--- config.mk ---
export PLATFORM = sky130hd
export DESIGN_NAME = uart_sram_tx_interface
export DESIGN_NICKNAME = d
export VERILOG_FILES = /design/src/rtl/uart_sram_tx_interface.sv
export SDC_FILE = /design/constraint.sdc
export NUM_CORES = 1
export LEC_CHECK = 0
export CAP_MARGIN = 20
export CORE_UTILIZATION = 56
export CTS_CLUSTER_DIAMETER = 100
export DETAILED_ROUTE_END_ITERATION = 16
export PLACE_DENSITY = 0.91
export SLEW_MARGIN = 20
export SYNTH_ARGS = -nofsm -noshare
export SYNTH_HDL_FRONTEND = slang
export SYNTH_SLANG_ARGS = --single-unit
--- constraint.sdc ---
create_clock -name CLOCK_50_I -period 7 [get_ports CLOCK_50_I]
set_input_delay 0.7 -clock CLOCK_50_I [delete_from_list [all_inputs] [get_ports CLOCK_50_I]]
set_output_delay 0.7 -clock CLOCK_50_I [all_outputs]
set_load 0.02 [all_outputs]
--- src/rtl/uart_sram_tx_interface.sv ---
// -----------------------------------------------------------------------------
// uart_sram_tx_interface
//
// Reads a block of 16-bit words from SRAM through the SRAM controller port and
// sends each word on the UART line as two frames, high byte first. Each frame
// is 8N1 by default: one start bit, 8 data bits LSB first, and one stop bit.
// This is the transmit counterpart of the UART receive unit. The top-level mux
// gives this block the SRAM port while the top FSM is in its transmit state.
//
// Optional build macro:
//   UART_TX_PARITY_EN - adds an even-parity bit (XOR of the 8 data bits)
//                       between the data bits and the stop bit, giving
//                       11-bit frames.
//
// Parameters:
//   CLOCKS_PER_BIT - clock cycles per UART bit (434 = 50 MHz / 115200).
//                    Must be 2 or more.
//
// Ports:
//   CLOCK_50_I     in   1   system clock
//   resetn         in   1   asynchronous reset, active-low
//   Start          in   1   single-cycle request, only sampled when idle
//   Start_address  in  18   first SRAM word address, sampled with Start
//   Word_count     in  18   number of words to send, sampled with Start
//   SRAM_address   out 18   read address to the SRAM controller
//   SRAM_we_n      out  1   write enable, always high (never writes)
//   SRAM_read_data in  16   read data from the SRAM controller
//   UART_TX_O      out  1   serial line, idles high
//   Busy           out  1   high while a request is being served
//   Done           out  1   one-cycle pulse when the request completes
// -----------------------------------------------------------------------------
module uart_sram_tx_interface #(
  parameter int CLOCKS_PER_BIT = 434
) (
  input  logic        CLOCK_50_I,
  input  logic        resetn,
  input  logic        Start,
  input  logic [17:0] Start_address,
  input  logic [17:0] Word_count,
  output logic [17:0] SRAM_address,
  output logic        SRAM_we_n,
  input  logic [15:0] SRAM_read_data,
  output logic        UART_TX_O,
  output logic        Busy,
  output logic        Done
);

  localparam int BAUD_W = (CLOCKS_PER_BIT > 2) ? $clog2(CLOCKS_PER_BIT) : 1;
  localparam logic [BAUD_W-1:0] BAUD_LAST = BAUD_W'(CLOCKS_PER_BIT - 1);

  typedef enum logic [2:0] {
    S_TX_IDLE,
    S_TX_FETCH,
    S_TX_WAIT1,
    S_TX_WAIT2,
    S_TX_START,
    S_TX_DATA,
`ifdef UART_TX_PARITY_EN
    S_TX_PARITY,
`endif
    S_TX_STOP
  } tx_state_t;

  tx_state_t         state_q, state_d;
  logic [17:0]       addr_q, addr_d;
  logic [17:0]       remain_q, remain_d;
  logic [15:0]       word_q, word_d;
  logic              hi_sel_q, hi_sel_d;
  logic [BAUD_W-1:0] baud_q, baud_d;
  logic [2:0]        bit_q, bit_d;
  logic              busy_q, busy_d;
  logic              done_q, done_d;
  logic              tx_q, tx_d;
  logic              bit_end;
  logic [7:0]        byte_d;

  // Even parity: the parity bit makes the total count of ones even.
  function automatic logic even_parity(input logic [7:0] b);
    even_parity = ^b;
  endfunction

  // Selects the byte being sent: the high byte goes first.
  function automatic logic [7:0] pick_byte(input logic [15:0] w, input logic hi);
    pick_byte = hi ? w[15:8] : w[7:0];
  endfunction

  assign bit_end = (baud_q == BAUD_LAST);

  // ---------------------------------------------------------------------------
  // Next-state and datapath update
  // ---------------------------------------------------------------------------
  always_comb begin
    state_d  = state_q;
    addr_d   = addr_q;
    remain_d = remain_q;
    word_d   = word_q;
    hi_sel_d = hi_sel_q;
    baud_d   = baud_q;
    bit_d    = bit_q;
    busy_d   = busy_q;
    done_d   = 1'b0;

    case (state_q)
      S_TX_IDLE: begin
        if (Start) begin
          addr_d = Start_address;
          if (Word_count == 18'd0) begin
            // An empty request completes at once and never goes busy.
            done_d = 1'b1;
          end else begin
            remain_d = Word_count;
            busy_d   = 1'b1;
            state_d  = S_TX_FETCH;
          end
        end
      end

      S_TX_FETCH: state_d = S_TX_WAIT1;

      S_TX_WAIT1: state_d = S_TX_WAIT2;

      S_TX_WAIT2: begin
        // The controller returns data two cycles after the address cycle.
        word_d   = SRAM_read_data;
        hi_sel_d = 1'b1;
        baud_d   = '0;
        state_d  = S_TX_START;
      end

      S_TX_START: begin
        if (bit_end) begin
          baud_d  = '0;
          bit_d   = 3'd0;
          state_d = S_TX_DATA;
        end else begin
          baud_d = baud_q + BAUD_W'(1);
        end
      end

      S_TX_DATA: begin
        if (bit_end) begin
          baud_d = '0;
          if (bit_q == 3'd7) begin
`ifdef UART_TX_PARITY_EN
            state_d = S_TX_PARITY;
`else
            state_d = S_TX_STOP;
`endif
          end else begin
            bit_d = bit_q + 3'd1;
          end
        end else begin
          baud_d = baud_q + BAUD_W'(1);
        end
      end

`ifdef UART_TX_PARITY_EN
      S_TX_PARITY: begin
        if (bit_end) begin
          baud_d  = '0;
          state_d = S_TX_STOP;
        end else begin
          baud_d = baud_q + BAUD_W'(1);
        end
      end
`endif

      S_TX_STOP: begin
        if (bit_end) begin
          baud_d = '0;
          if (hi_sel_q) begin
            // The low byte frame follows immediately with no idle gap.
            hi_sel_d = 1'b0;
            state_d  = S_TX_START;
          end else if (remain_q > 18'd1) begin
            remain_d = remain_q - 18'd1;
            addr_d   = addr_q + 18'd1;
            state_d  = S_TX_FETCH;
          end else begin
            remain_d = remain_q - 18'd1;
            done_d   = 1'b1;
            busy_d   = 1'b0;
            state_d  = S_TX_IDLE;
          end
        end else begin
          baud_d = baud_q + BAUD_W'(1);
        end
      end

      default: state_d = S_TX_IDLE;
    endcase
  end

  // ---------------------------------------------------------------------------
  // Line level for the next cycle. It is decoded from the next-state values so
  // that the pin is driven by a flop and stays in step with state_q.
  // ---------------------------------------------------------------------------
  always_comb begin
    byte_d = pick_byte(word_d, hi_sel_d);
    tx_d   = 1'b1;
    case (state_d)
      S_TX_START:  tx_d = 1'b0;
      S_TX_DATA:   tx_d = byte_d[bit_d];
`ifdef UART_TX_PARITY_EN
      S_TX_PARITY: tx_d = even_parity(byte_d);
`endif
      default:     tx_d = 1'b1;
    endcase
  end

  // ---------------------------------------------------------------------------
  // Control and output registers
  // ---------------------------------------------------------------------------
  always_ff @(posedge CLOCK_50_I or negedge resetn) begin
    if (!resetn) begin
      state_q  <= S_TX_IDLE;
      addr_q   <= 18'd0;
      remain_q <= 18'd0;
      hi_sel_q <= 1'b0;
      baud_q   <= '0;
      bit_q    <= 3'd0;
      busy_q   <= 1'b0;
      done_q   <= 1'b0;
      tx_q     <= 1'b1;
    end else begin
      state_q  <= state_d;
      addr_q   <= addr_d;
      remain_q <= remain_d;
      hi_sel_q <= hi_sel_d;
      baud_q   <= baud_d;
      bit_q    <= bit_d;
      busy_q   <= busy_d;
      done_q   <= done_d;
      tx_q     <= tx_d;
    end
  end

  // The word register holds data only and is always loaded before use.
  always_ff @(posedge CLOCK_50_I) begin
    word_q <= word_d;
  end

  assign SRAM_address = addr_q;
  assign SRAM_we_n    = 1'b1;
  assign UART_TX_O    = tx_q;
  assign Busy         = busy_q;
  assign Done         = done_q;

endmodule
==> flow_metrics.py <==
metrics = {
    "clock_tree": {
        "clock_tree.htree_level_count": 3,
        "cts_inserted_buffers": 9,
        "clock_tree_from_tritoncts": "built",
        "worst_skew_late_latency_ns": 0.36,
        "cts-hold-fix-buffers": 0,
        "clock-root-buffer": "sky130_fd_sc_hd__clkbuf_8",
        "post-cts-setup-buffers": 0,
        "clkSinkCount": 71,
        "cts_repair_resize_count": 0,
        "clk_pin_slew_ns": 0.09,
        "clock_tree.buffer_depth": 2,
    },
    "setup_path": {
        "timing.reg2reg.worst_path_depth": 8,
        "timing.critical_path.to": "remain_q[7]",
        "worst_setup_path_start_kind": "flop",
        "reg2reg_end": "remain_q[7]",
        "critical_path_cell_by_cell": "inv_1 -> ha_1 -> or4b_4 -> nor3_1 -> nand3_1 -> a21oi_1 -> o21ai_0 -> o2bb2ai_1",
        "endpoint_kind": "flop",
        "regToRegSetupSlack_ns": 4.08,
        "timing.critical_path.from": "baud_q[1]",
        "path_class": "flop to flop",
        "critical_path.reg2reg.startpoint": "baud_q[1]",
        "critical_path.max_fanout": 14,
        "required_ns": 7.22,
        "slowest_stage": "sky130_fd_sc_hd__a21oi_1",
        "data_arrival_time_at_the_worst_slack_endpoint_ns": 3.14,
        "cp_slowest_stage_delay_ns": 0.74,
    },
    "floorplan": {
        "fp.dieArea_sq_mm": 0.00752,
        "fp-row-count": 30,
        "die_width_um": 86.7,
        "die_h_um": 86.7,
        "floorplan.initialDensity": 0.585,
        "core_area_sq_mm": 0.00687,
        "io_pins": 77,
    },
    "logic_synthesis": {
        "yosysTopAreaCellShare": 0.336,
        "synth-seq-cells": 71,
        "yosysWarningCount": 0,
        "post_synth_instance_area_sq_mm": 0.00402,
        "synth-edff-count": 0,
        "ys_async_sr_fraction": 0.775,
        "ys.flop_type": "sky130_fd_sc_hd__dfrtp_1",
        "synth_fp_nets": 516,
        "synth.lib_cells_used.distinct": 61,
        "synth_area_leader_cell": "sky130_fd_sc_hd__dfrtp_1",
        "netlist_top_cells_count": "sky130_fd_sc_hd__dfrtp_1, sky130_fd_sc_hd__o21ai_0, sky130_fd_sc_hd__a21oi_1",
        "post-synth-top-count-cell": "sky130_fd_sc_hd__dfrtp_1",
        "synth_top_cells_by_area": "sky130_fd_sc_hd__dfrtp_1, sky130_fd_sc_hd__dfxtp_1, sky130_fd_sc_hd__o21ai_0, sky130_fd_sc_hd__a21oi_1, sky130_fd_sc_hd__mux2_2",
        "syn_area_per_cell_sq_um": 8.83,
        "postSynthCellCount": 455,
        "synth_seq_area_share": 0.423,
    },
    "sta": {
        "slew-limit-headroom": 0.309,
        "finalHoldViolations": 0,
        "final-max-slew-violation-count": 0,
        "setup_violations": 0,
        "fmaxAchievable_mhz": 342,
        "tightestPinTransition_ns": 1.03,
        "unrepaired_setup_endpoints_after_global_routing": "false",
        "finalClockSkew_ns": 0.0156,
        "post-route-min-period_ns": 2.92,
        "final_min_period_over_clock_period": 0.417,
        "finalSetupTns_ns": 0,
    },
    "pwr": {
        "leakagePower_nw": 1.96,
        "vdd_drop_max_uv": 138,
        "cellPowerDensity_mw_per_mm2": 158,
    },
    "detailed_routing": {
        "detailedRoute.firstIterationViolations": 427,
        "post_drt_wl_per_cell_um": 16.3,
        "wirelength_mm": 10.1,
        "drc": 0,
        "routed_via_density": 6.26,
        "vias": 3873,
        "ant_nets": 0,
        "drt-pass1-iter-count": 5,
    },
    "global_routing": {
        "global_route_total_overflow": 0,
        "grt_pass1_wl_mm": 16.7,
        "grt_pass1_vias": 3572,
        "groute.usage.overall": 0.281,
        "grt_max_degree": 56,
        "antenna_found_initial": 0,
    },
    "final_layout": {
        "final_layout_size_suffix_gt1_frac": 0.0956,
        "finish.net_count": 579,
        "n_fill_cell": 486,
        "post-route-cell-area_sq_mm": 0.00497,
        "flow.area_growth_from_synthesis_pct": 23.6,
        "antenna_cells_inserted": 0,
    },
    "placed_design": {
        "place_hpwl_mm": 6.93,
        "portBuffers": 75,
        "globalplace.congestion": 0.852,
        "placedInstanceArea_sq_mm": 0.00479,
    },
    "worst_hold_path": {
        "min_path_type": "input pin to async pin",
    },
    "run_status": {
        "status": "completed",
    },
    "job": {
        "cap_violations": 0,
    },
}
[kinds of logic (layout without fill, tap and decap cells)]
logic type | count (synthesis) | in the layout | share of synthesized area
compound gates | 159 | 159 | 0.247
xor+xnor | 1 | 1 | 0.00218
fa+ha+maj | 6 | 6 | 0.0187
buf+inv | 38 | 106 | 0.0420
flops | 71 | 71 | 0.423
mux | 27 | 27 | 0.0729
other cells | 1 | 1 | 0.000933
simple gates | 152 | 152 | 0.193
[area by class of cell]
cell class                      count  area (sq um)  area share
Multi-Input combinational cell    346          2160       0.435
Clock inverter                      7          53.8      0.0108
Tap cell                           96           120      0.0242
Timing Repair Buffer               78           768       0.155
Inverter                           12          45.0     0.00907
Sequential cell                    71          1700       0.342
Clock buffer                        9           124      0.0249
[registers in the layout, indices dropped and copies added (netlist names)]
name and flops:
Busy 1, Done 1, SRAM_address 18, UART_TX_O 1, baud_q 9, bit_q 3, hi_sel_q 1, remain_q 18
state_q 3, word_q 16
[layer usage]
layer / GRT usage / share of wire
met1: 0.375 / 0.43
met5: 0 / 0
met2: 0.463 / 0.49
met4: 0.0955 / 0.023
met3: 0.0505 / 0.061
[cell usage in the layout (no fill, tap or decap), types with 12 or more instances in the layout]
cell type and count:
sky130_fd_sc_hd__mux2_2 18, sky130_fd_sc_hd__o21ai_0 50, sky130_fd_sc_hd__clkdlybuf4s50_1 74, sky130_fd_sc_hd__nor2_1 38, sky130_fd_sc_hd__nand3_1 23, sky130_fd_sc_hd__dfrtp_1 54, sky130_fd_sc_hd__inv_1 12, sky130_fd_sc_hd__dfxtp_1 16
sky130_fd_sc_hd__nand2_1 30, sky130_fd_sc_hd__a21oi_1 43
[how the worst min path moves through the flow]
stage	depth (start not counted)	endpoint	slack, ns
2_1_floorplan	0	Busy	0.40
3_3_place_gp	1	word_q[9]	0.45
3_5_place_dp	1	word_q[13]	0.46
4_1_cts	1	word_q[11]	0.48
5_1_grt	1	word_q[11]	0.49
6_report	2	bit_q[2]	0.48
[per-stage QoR]
step	power [mW]	instances	hold WS, ns	worst slack (ns)	utilization
finish	0.784	619	0.481	4.08	0.723
global route	0.813	619	0.489	3.85	0.723
CTS	0.786	619	0.482	4.14	0.723
detailed placement	0.489	603	0.463	4.14	0.697
global placement	0.488	603	0.454	4.26	0.697
floorplan	0.446	455	0.404	4.55	-
[where the power goes]
part,switching [mW],internal (mW),leakage (nW)
registers,0.00265,0.414,0.857
logic,0.0255,0.0393,1.01
clock network,0.171,0.132,0.0905
total,0.199,0.585,1.96
[worst max-delay path: cells and delay by family, from the launching register on]
kind                     cells  cell delay, ns
flip-flops                   1            0.41
AND/OR/NAND/NOR              3            1.02
AO/OA/AOI/OAI                3            1.16
adder cells (fa/ha/maj)      1            0.12
buffers and inverters        1            0.07
Power figures use the tool's default switching activity.
